`config.mk`:
```
export PLATFORM = sky130hd
export DESIGN_NAME = vlsu_vaddr_seq
export DESIGN_NICKNAME = d
export VERILOG_FILES = /design/src/rtl/vlsu_vaddr_seq.sv
export SDC_FILE = /design/constraint.sdc
export NUM_CORES = 1
export LEC_CHECK = 0
export CORE_ASPECT_RATIO = 0.75
export CORE_MARGIN = 3
export CORE_UTILIZATION = 50
export CTS_BUF_LIST = sky130_fd_sc_hd__clkbuf_4 sky130_fd_sc_hd__clkbuf_8
export DETAILED_ROUTE_END_ITERATION = 6
export PLACE_DENSITY_LB_ADDON = 0.3
export SLEW_MARGIN = 15
export SYNTH_ARGS = -nofsm -noshare
export SYNTH_HDL_FRONTEND = slang
export SYNTH_SLANG_ARGS = --single-unit
```
`constraint.sdc`:
```
create_clock -name clk_i -period 5.25 [get_ports clk_i]
set_clock_uncertainty 0.2 [all_clocks]
set_input_delay 1.05 -clock clk_i [delete_from_list [all_inputs] [get_ports clk_i]]
set_output_delay 1.05 -clock clk_i [all_outputs]
set_load 0.02 [all_outputs]
```
`src/rtl/vlsu_vaddr_seq.sv`:
```
// VRF bank address sequencer for one VLSU register access: one request in, one {set,off}
// per beat out, wrapping inside the addressed vreg/areg with a one-cycle accept latency.
module vlsu_vaddr_seq #(
  parameter int unsigned NrVregs      = 16,
  parameter int unsigned NrAregs      = 16,
  parameter int unsigned NrBanks      = 8,
  parameter int unsigned NrSetPerVreg = 4,
  parameter int unsigned NrSetPerAreg = 8,
  localparam int unsigned VB          = NrSetPerVreg * NrBanks,
  localparam int unsigned AB          = NrSetPerAreg * NrBanks,
  localparam int unsigned AregBaseSet = NrVregs * NrSetPerVreg,
  localparam int unsigned SetBits     = $clog2(NrVregs * NrSetPerVreg + NrAregs * NrSetPerAreg),
  localparam int unsigned OffBits     = $clog2(NrBanks),
  localparam int unsigned BW          = $clog2(AB),
  localparam int unsigned VBW         = $clog2(VB),
  localparam int unsigned RegBits     = $clog2((NrVregs > NrAregs) ? NrVregs : NrAregs),
  localparam int unsigned AddrW       = SetBits + OffBits
) (
  input  logic               clk_i,
  input  logic               rst_ni,
  input  logic               req_valid_i,
  output logic               req_ready_o,
  input  logic               req_areg_i,
  input  logic [RegBits-1:0] req_reg_i,
  input  logic [BW-1:0]      req_start_i,
  input  logic [BW-1:0]      req_len_i,
  input  logic               abort_i,
  output logic               addr_valid_o,
  input  logic               addr_ready_i,
  output logic [AddrW-1:0]   addr_o,
  output logic               addr_last_o,
  output logic               busy_o
);

  typedef enum logic [0:0] {IDLE = 1'b0, RUN = 1'b1} state_e;

  state_e             state_r;
  logic [BW-1:0]      bidx_r;
  logic [BW-1:0]      rem_r;
  logic               areg_r;
  logic [RegBits-1:0] reg_r;
  logic               addr_valid_r;
  logic               addr_last_r;
  logic [AddrW-1:0]   addr_r;

  logic               accept_s;
  logic               beat_s;
  logic [BW-1:0]      start_bidx_s;
  logic [BW-1:0]      next_bidx_s;

  // A vreg only spans VB beats, so its index lives in the low VBW bits.
  function automatic logic [BW-1:0] start_idx(input logic areg, input logic [BW-1:0] start);
    logic [BW-1:0] idx;
    if (areg) begin
      idx = start;
    end else begin
      idx = BW'(start[VBW-1:0]);
    end
    return idx;
  endfunction

  function automatic logic [BW-1:0] next_idx(input logic areg, input logic [BW-1:0] bidx);
    logic [VBW-1:0] vidx;
    logic [BW-1:0]  idx;
    vidx = bidx[VBW-1:0] + VBW'(1'b1);
    if (areg) begin
      idx = bidx + BW'(1'b1);
    end else begin
      idx = BW'(vidx);
    end
    return idx;
  endfunction

  function automatic logic [AddrW-1:0] make_addr(input logic areg, input logic [RegBits-1:0] rg,
                                                 input logic [BW-1:0] bidx);
    logic [SetBits-1:0] base;
    logic [SetBits-1:0] set;
    if (areg) begin
      base = SetBits'(AregBaseSet) + SetBits'(rg) * SetBits'(NrSetPerAreg);
    end else begin
      base = SetBits'(rg) * SetBits'(NrSetPerVreg);
    end
    set = base + SetBits'(bidx >> OffBits);
    return {set, bidx[OffBits-1:0]};
  endfunction

  // Request handshake; the only output with a combinational path from addr_ready_i.
  always_comb begin
    req_ready_o  = !abort_i && ((state_r == IDLE) ||
                                ((state_r == RUN) && addr_ready_i && addr_last_r));
    accept_s     = req_valid_i && req_ready_o;
    beat_s       = addr_valid_r && addr_ready_i && !abort_i;
    start_bidx_s = start_idx(req_areg_i, req_start_i);
    next_bidx_s  = next_idx(areg_r, bidx_r);
  end

  // Sequencer FSM with registered address outputs.
  always_ff @(posedge clk_i or negedge rst_ni) begin
    if (!rst_ni) begin
      state_r      <= IDLE;
      bidx_r       <= {BW{1'b0}};
      rem_r        <= {BW{1'b0}};
      areg_r       <= 1'b0;
      reg_r        <= {RegBits{1'b0}};
      addr_valid_r <= 1'b0;
      addr_last_r  <= 1'b0;
      addr_r       <= {AddrW{1'b0}};
    end else if (abort_i) begin
      state_r      <= IDLE;
      addr_valid_r <= 1'b0;
      addr_last_r  <= 1'b0;
    end else if (accept_s) begin
      state_r      <= RUN;
      bidx_r       <= start_bidx_s;
      rem_r        <= req_len_i;
      areg_r       <= req_areg_i;
      reg_r        <= req_reg_i;
      addr_valid_r <= 1'b1;
      addr_last_r  <= (req_len_i == {BW{1'b0}});
      addr_r       <= make_addr(req_areg_i, req_reg_i, start_bidx_s);
    end else begin
      case (state_r)
        IDLE: state_r <= IDLE;
        RUN: begin
          if (beat_s && addr_last_r) begin
            state_r      <= IDLE;
            addr_valid_r <= 1'b0;
            addr_last_r  <= 1'b0;
          end else if (beat_s) begin
            bidx_r      <= next_bidx_s;
            rem_r       <= rem_r - BW'(1'b1);
            addr_last_r <= (rem_r == BW'(1'b1));
            addr_r      <= make_addr(areg_r, reg_r, next_bidx_s);
          end else begin
            state_r <= RUN;
          end
        end
        default: begin
          state_r      <= IDLE;
          addr_valid_r <= 1'b0;
          addr_last_r  <= 1'b0;
        end
      endcase
    end
  end

  assign addr_valid_o = addr_valid_r;
  assign addr_last_o  = addr_last_r;
  assign addr_o       = addr_r;
  assign busy_o       = (state_r == RUN);

endmodule

```
==> flow_summary.yaml, run 1 <==
synth:
  syn_area_um2: 1630
  synth.avg_cell_area_um2: 8.77
  yosysTopAreaCell: "dfrtp_1"
  synth-seq-area-share_pct: 39.9
  synth_nets: 212
  ys_types: 45
  ys.flop_type: "dfrtp_1"
  async_flop_share_pct: 100
  yosys_warnings: 0
  ys_top_cells_by_count: "26 x dfrtp_1, 26 x nand2_1, 11 x inv_1, 10 x o21ai_0"
  ys_ff_latch: 26
  synth.area.top_cells: "dfrtp_1 40%, nand2_1 6.0%, mux2i_1 4.9%"
  synth_top_area_share_pct: 39.9
  synth_edf_count: 0
  synthCells: 186
global_routing:
  grt_use_total_pct: 19.9
  overflow: 0
  antenna_found_initial: 0
  grt_max_degree: 28
  grt_pass1_wl_mm: 6.35
  grt_pass1_vias: 1343
worst_hold_path:
  holdPathEnd: "addr_o[7]"
  worstHoldStart: "addr_o[7]"
  worst_hold_path_type: "flip-flop to flip-flop"
  min_path_cells: 2
floorplan:
  io_pins: 37
  coreArea_um2: 3020
  die_h_um: 55.5
  rows: 17
  floorplan.initialDensity_pct: 54.0
  die-area_um2: 3990
  chipWidth_um: 72.0
layout:
  regArea_um2: 651
  num-fill-cells: 234
  multi_input_area_um2: 841
  drive_above_1_share_pct: 5.69
  antennaDiodeCount: 0
  finalNetCount: 238
  area_growth_pct: 23.2
power:
  power_leakage_nw: 0.864
  power_frac_seq_pct: 42.8
  powerDensity_nw_per_um2: 387
  switching_power_uw: 291
  netSwitchingFraction_pct: 37.4
  combPwrFrac_pct: 40.1
  power_frac_clock_pct: 17.2
  power_report.internal_total_uw: 488
  p_total_uw: 779
  peakVddDrop_v: 0.000226
worst_setup_path:
  reg2regPathDepth: 8
  r2r_slack_ns: 2.98
  critPathCaptureType: "output port"
  worstReg2RegStart: "bidx_r[0]"
  start_kind: "input port"
  arrival_ns: 2.60
  cp_max_fo: 5
  cp.required_ns: 4.00
  path_class: "input port to output port"
  reg2reg_to: "addr_o[8]"
cts:
  clk_path_buf_depth: 2
  clk_pin_slew_ns: 0.09
  cts_resized: 0
  tritoncts: "built"
  cts_hold_buf: 0
  cts_setup_buffers: 0
  clock-sinks: 26
  clk_latency_ns: 0.28
  cts_buffers: 3
  cts-root-buf: "clkbuf_8"
  htreeDepth: 1
routing:
  wirelength_mm: 3.84
  via_per_inst: 5.89
  drtPass1Iterations: 4
  ant_nets: 0
  dr_total_vias: 1466
  drc: 0
  drt_first_iter_violations: 56
  wl_per_cell_um: 15.4
place:
  port_buffers: 36
  finalWeightedCongestion: 0.844
  hpwlAfterDp_mm: 2.75
run:
  maxCapViolCount: 0
timing:
  finalSetupViolations: 0
  hold_viol: 0
  final.min_clock_period_ns: 3.85
  fin_crit_sh_pct: 73.4
  max_slew_margin_pct: 30.5
  worstMarginPinSlew_ns: 1.04
  clock.fmax_ghz: 0.260
  rsz0062_at_grt: "no"
  tns_ns: 0
  slew_violations: 0
outcome:
  status: "finished, final reports clean"
[per-layer routing]
metal	share of wire, %	track usage (%)
met1	49	27.3
met2	47	31.5
met3	4.0	4.73
met4	0.78	5.09
met5	0	0
[per-stage QoR]
stage / util [%] / area (µm²) / hold slack, ns / std cells / setup WS (ns)
floorplan: - / 1630 / 0.257 / 186 / 2.42
global placement: 64.7 / 1960 / 0.259 / 245 / 1.47
detailed placement: 64.7 / 1960 / 0.275 / 245 / 1.43
CTS: 66.6 / 2010 / 0.295 / 249 / 1.43
global route: 66.6 / 2010 / 0.307 / 249 / 1.29
finish: 66.6 / 2010 / 0.292 / 249 / 1.40
[cell families (layout without fill, tap and decap cells)]
kind of cell | after synthesis | after routing | synth area share [%]
and+or+nand+nor | 63 | 63 | 18.6
xor gates and xnor gates | 1 | 1 | 0.537
DFF | 26 | 26 | 39.9
adders and majority gates | 4 | 4 | 3.07
buffers and inverters | 28 | 53 | 8.90
muxes | 9 | 9 | 5.60
AOI/OAI and AO/OA | 55 | 55 | 23.5
[layout make-up]
cell class,instances,share of cell area (%)
clock buffer,4,2.74
inverter,11,2.05
timing repair buffer,38,18.7
sequential,26,32.4
tap,38,2.36
multi-input combinational,132,41.8
[critical path, cell delays in order]
cell and delay, ns:
clkdlybuf4s50_1 0.55, nand2_1 0.13, a21oi_1 0.23, clkdlybuf4s50_1 0.64
[cell usage in the layout, fill, tap and decap left out, drive strengths merged, types with 2 or more instances in the layout]
cell type,synthesis,routed
a211o,2,2
a211oi,6,6
a21oi,7,7
a22oi,5,5
a31o,2,2
a31oi,4,4
a32oi,2,2
buf,13,2
clkbuf,4,4
clkdlybuf4s50,0,36
dfrtp,26,26
ha,4,4
inv,11,11
mux2i,8,8
nand2,26,26
nand2b,3,3
nand3,6,6
nand4,3,3
nor2,8,8
nor2b,7,7
nor3,3,3
o211ai,2,2
o21a,2,2
o21ai,12,12
o22ai,2,2
o2bb2ai,2,2
o31ai,2,2
[worst max-delay path by stage]
stage | endpoint | start
final | req_ready_o | addr_ready_i
after global routing | req_ready_o | addr_ready_i
after CTS | req_ready_o | addr_ready_i
after detailed placement | req_ready_o | addr_ready_i
after global placement | req_ready_o | addr_ready_i
after floorplan | req_ready_o | abort_i
[sequential cells by signal, indices dropped and copies added (netlist names)]
register	cells
reg_r	4
addr_valid_o	1
addr_last_o	1
rem_r	6
bidx_r	6
areg_r	1
addr_o	6
busy_o	1
[power groups by stage]
stage / Clock, mW / Combinational (mW) / Sequential [mW]
after global routing: 0.145 / 0.344 / 0.343
after CTS: 0.139 / 0.314 / 0.331
after floorplan: 0 / 0.207 / 0.334
final: 0.134 / 0.312 / 0.333
after global placement: 0 / 0.304 / 0.329
after detailed placement: 0 / 0.313 / 0.335
Power figures use the tool's default switching activity.
==> run 2, diff against run 1 <==
- clock period: 5.25 -> 4.05 ns (I/O delays scaled with it)
==> run 2 against run 1 <==
Setup slack lost 0.72 ns. Core utilization shrank 0.46 points. Sequential share of layout area grew 0.22 points. Critical path type unchanged. Global-route usage grew 0.30 points. Cell area shrank 0.68%.
==> flow_summary.yaml, run 2 (synthesis results as in run 1) <==
floorplan:
  coreArea_um2: 3020
  die-area_um2: 3990
  chipWidth_um: 72.0
  io_pins: 37
  rows: 17
  die_h_um: 55.5
  floorplan.initialDensity_pct: 54.0
global_routing:
  grt_use_total_pct: 20.2
  overflow: 0
  grt_max_degree: 28
  antenna_found_initial: 0
  grt_pass1_vias: 1411
  grt_pass1_wl_mm: 6.54
timing:
  final.min_clock_period_ns: 3.37
  tns_ns: 0
  worstMarginPinSlew_ns: 1.04
  slew_violations: 0
  hold_viol: 0
  fin_crit_sh_pct: 83.2
  finalSetupViolations: 0
  rsz0062_at_grt: "no"
  max_slew_margin_pct: 30.5
  clock.fmax_ghz: 0.297
worst_setup_path:
  worstPathCellList: "clkdlybuf4s50_1 -> nand2_1 -> a21oi_1 -> clkdlybuf4s50_1"
  arrival_ns: 2.36
  cp.required_ns: 3.04
  cp_max_fo: 5
  start_kind: "input port"
  critical_path.max_stage_delay_ns: 0.64
  cp_top_family: "buffers and inverters"
  path_class: "input port to output port"
  crit_buf_inv: 2
  crit_slowest_cell: "clkdlybuf4s50_1"
  worst_path_most_repeated_cell: "clkdlybuf4s50_1"
  critPathCaptureType: "output port"
cts:
  clk_latency_ns: 0.26
  clk_path_buf_depth: 2
  tritoncts: "built"
  clk_pin_slew_ns: 0.08
  cts_buffers: 3
  htreeDepth: 1
  clock-sinks: 26
  cts-root-buf: "clkbuf_8"
  cts_setup_buffers: 0
  cts_resized: 0
  cts_hold_buf: 0
layout:
  final_common_cell: "clkdlybuf4s50_1"
  finalNetCount: 238
  antennaDiodeCount: 0
  layout_common_cells: "36 x clkdlybuf4s50_1, 26 x nand2_1, 26 x dfrtp_1"
  fin_util_pct: 66.1
  stdcell_count: 248
  drive_above_1_share_pct: 5.24
  area_growth_pct: 22.4
run:
  maxCapViolCount: 0
routing:
  drtPass1Iterations: 4
  drt_first_iter_violations: 108
  drc: 0
  wirelength_mm: 3.90
  via_per_inst: 5.92
  ant_nets: 0
  dr_total_vias: 1467
  wl_per_cell_um: 15.7
place:
  dp_cells: 245
  port_buffers: 36
  hpwlAfterDp_mm: 2.79
  finalWeightedCongestion: 0.857
power:
  peakVddDrop_v: 0.000319
  powerDensity_nw_per_um2: 492
  power_leakage_nw: 0.857
worst_hold_path:
  worst_hold_path_type: "flip-flop to flip-flop"
outcome:
  status: "finished, final reports clean"
[run 2: cell types whose count changed in the layout (fill, tap and decap cells not counted)]
cell      delta
clkbuf_8     -1
[run 2: metal layers]
layer	global-route usage (%)	share of wire [%]	vias up
li1	-	-	705
met1	26.8	47	717
met2	33.1	47	37
met3	5.09	4.4	8
met4	4.29	1.3	0
met5	0	0	-
[run 2: worst paths after layout]
path / from / end / slack, ns / cells past startpoint
hold reg to reg: addr_o[7] / addr_o[7] / 0.29 / 2
setup / recovery: addr_ready_i / req_ready_o / 0.68 / 4
min in group asynchronous: rst_ni / addr_o[6] / 0.71 / 2
max in group asynchronous: rst_ni / addr_o[8] / 2.68 / 2
setup reg to reg: addr_last_o / addr_o[8] / 1.84 / 4
hold / removal: addr_o[7] / addr_o[7] / 0.29 / 2
[run 2: power by group]
group          internal [mW]  total (mW)  switching [mW]
combinational          0.203       0.405           0.202
clock                 0.0666       0.143          0.0762
sequential             0.342       0.434          0.0926
[run 2: worst reg2reg max path, stage by stage (launching register included)]
cell and delay (ns):
dfrtp_1 0.45, nand2_1 0.16, a211o_1 0.84, nand2_1 0.24
o21ai_0 0.24
[run 2: area by class of cell]
| type | count | area (µm²) |
|---|---|---|
| Inverter | 11 | 41.3 |
| Tap cell | 38 | 47.5 |
| Clock buffer | 3 | 41.3 |
| Sequential cell | 26 | 651 |
| Fill cell | 248 | 1020 |
| Multi-Input combinational cell | 132 | 841 |
| Timing Repair Buffer | 38 | 375 |
[run 2: through the flow]
| stage | setup WS [ns] | instance area, µm² | total power [mW] | hold slack [ns] |
|---|---|---|---|---|
| 2_1_floorplan | 1.70 | 1630 | 0.702 | 0.257 |
| 3_3_place_gp | 0.751 | 1960 | 0.820 | 0.259 |
| 3_5_place_dp | 0.704 | 1960 | 0.841 | 0.271 |
| 4_1_cts | 0.699 | 2000 | 0.989 | 0.294 |
| 5_1_grt | 0.613 | 2000 | 1.05 | 0.334 |
| 6_report | 0.681 | 2000 | 0.982 | 0.285 |
==> run 3, diff against run 2 <==
- clock period: 4.05 -> 3.5 ns (I/O delays scaled with it)
==> run 3 against run 2 <==
Critical path type unchanged. Largest cell class unchanged. Combinational power rose by 16%. Sequential cell count is the same. Highest routed layer unchanged. Sequential share of layout area down 0.34 points. Total power increased by 19%.
==> flow_summary.yaml, run 3 (synthesis results as in run 1) <==
power:
  power_leakage_nw: 0.869
  powerDensity_nw_per_um2: 578
  peakVddDrop_v: 0.000320
  netSwitchingFraction_pct: 37.3
  switching_power_uw: 435
  power_report.internal_total_uw: 732
  combPwrFrac_pct: 40.2
  power_frac_seq_pct: 42.8
  power_frac_clock_pct: 17.0
  p_total_mw: 1.17
timing:
  tns_ns: 0
  rsz0062_at_grt: "no"
  finalSetupViolations: 0
  fin_crit_sh_pct: 91.7
  clock.fmax_ghz: 0.312
  slew_violations: 0
  hold_viol: 0
  max_slew_margin_pct: 33.7
  worstMarginPinSlew_ns: 0.994
  final.min_clock_period_ns: 3.21
cts:
  cts_resized: 0
  clk_pin_slew_ns: 0.09
  cts-root-buf: "clkbuf_8"
  cts_setup_buffers: 0
  clk_path_buf_depth: 2
  cts_hold_buf: 0
  clk_latency_ns: 0.27
  cts_buffers: 3
  tritoncts: "built"
  htreeDepth: 1
  clock-sinks: 26
routing:
  wirelength_mm: 3.88
  drtPass1Iterations: 4
  drc: 0
  ant_nets: 0
  via_per_inst: 5.88
  wl_per_cell_um: 15.5
  dr_total_vias: 1471
  drt_first_iter_violations: 138
outcome:
  status: "finished, final reports clean"
layout:
  antennaDiodeCount: 0
  area_growth_pct: 23.7
  layout_common_cells: "36 x clkdlybuf4s50_1, 26 x nand2_1, 26 x dfrtp_1"
  fin_util_pct: 66.8
  final_common_cell: "clkdlybuf4s50_1"
  finalNetCount: 239
  num-fill-cells: 249
  drive_above_1_share_pct: 6.13
  design_area_um2: 2020
  stdcell_count: 250
global_routing:
  antenna_found_initial: 0
  grt_max_degree: 28
  grt_use_total_pct: 20.0
  overflow: 0
  grt_pass1_wl_mm: 6.39
  grt_pass1_vias: 1399
floorplan:
  die_h_um: 55.5
  floorplan.initialDensity_pct: 54.0
  chipWidth_um: 72.0
  io_pins: 37
  coreArea_um2: 3020
  rows: 17
  die-area_um2: 3990
place:
  hpwlAfterDp_mm: 2.75
  finalWeightedCongestion: 0.827
  placed_area_um2: 1960
  port_buffers: 36
  dp_cells: 246
worst_setup_path:
  critical_path.max_stage_delay_ns: 0.65
  start_kind: "input port"
  worstPathCellList: "clkdlybuf4s50_1 -> nand2_1 -> a21oi_1 -> clkdlybuf4s50_1"
  cp.required_ns: 2.60
  crit_slowest_cell: "clkdlybuf4s50_1"
  cp_top_family: "buffers and inverters"
  crit_buf_inv: 2
  cp_max_fo: 5
  path_class: "input port to output port"
  worst_path_most_repeated_cell: "clkdlybuf4s50_1"
  arrival_ns: 2.31
  critPathCaptureType: "output port"
worst_hold_path:
  worst_hold_path_type: "flip-flop to flip-flop"
run:
  maxCapViolCount: 0
==> run 3: power groups by stage <==
stage	logic [mW]	registers [mW]	clock network, mW
after global routing	0.512	0.515	0.216
after global placement	0.456	0.494	0
after CTS	0.472	0.497	0.202
final	0.468	0.499	0.199
after floorplan	0.311	0.501	0
after detailed placement	0.468	0.504	0
==> run 3: metal layers <==
layer	share of wire (%)	GRT usage, %	up-vias
li1	-	-	715
met3	4.6	4.91	8
met1	47	27.3	710
met5	0	0	-
met2	47	31.4	38
met4	1.2	5.36	0
==> run 3: final timing paths <==
| check | from | to | slack (ns) | depth (start not counted) |
|---|---|---|---|---|
| setup reg to reg | bidx_r[0] | addr_o[8] | 1.32 | 8 |
| max in group asynchronous | rst_ni | reg_r[2] | 2.25 | 2 |
| setup / recovery | addr_ready_i | req_ready_o | 0.29 | 4 |
| hold / removal | addr_o[7] | addr_o[7] | 0.29 | 2 |
| hold reg to reg | addr_o[7] | addr_o[7] | 0.29 | 2 |
| min in group asynchronous | rst_ni | addr_o[5] | 0.59 | 2 |
==> run 3: per-stage QoR <==
stage,setup slack [ns],hold WS (ns)
after floorplan,1.37,0.204
after global placement,0.422,0.261
after detailed placement,0.320,0.274
after CTS,0.308,0.295
after global routing,0.255,0.332
final,0.292,0.289
==> run 3: worst min-delay path: stages (launching register included) <==
cell and delay, ns:
dfrtp_1 0.35, nand2_1 0.05, o31ai_1 0.05
==> run 3: cell type report <==
cell class / count / area [µm²] / share of cell area (%)
Timing Repair Buffer: 39 / 383 / 19.0
Clock buffer: 4 / 55.1 / 2.73
Inverter: 11 / 41.3 / 2.05
Multi-Input combinational cell: 132 / 841 / 41.7
Tap cell: 38 / 47.5 / 2.36
Sequential cell: 26 / 651 / 32.2
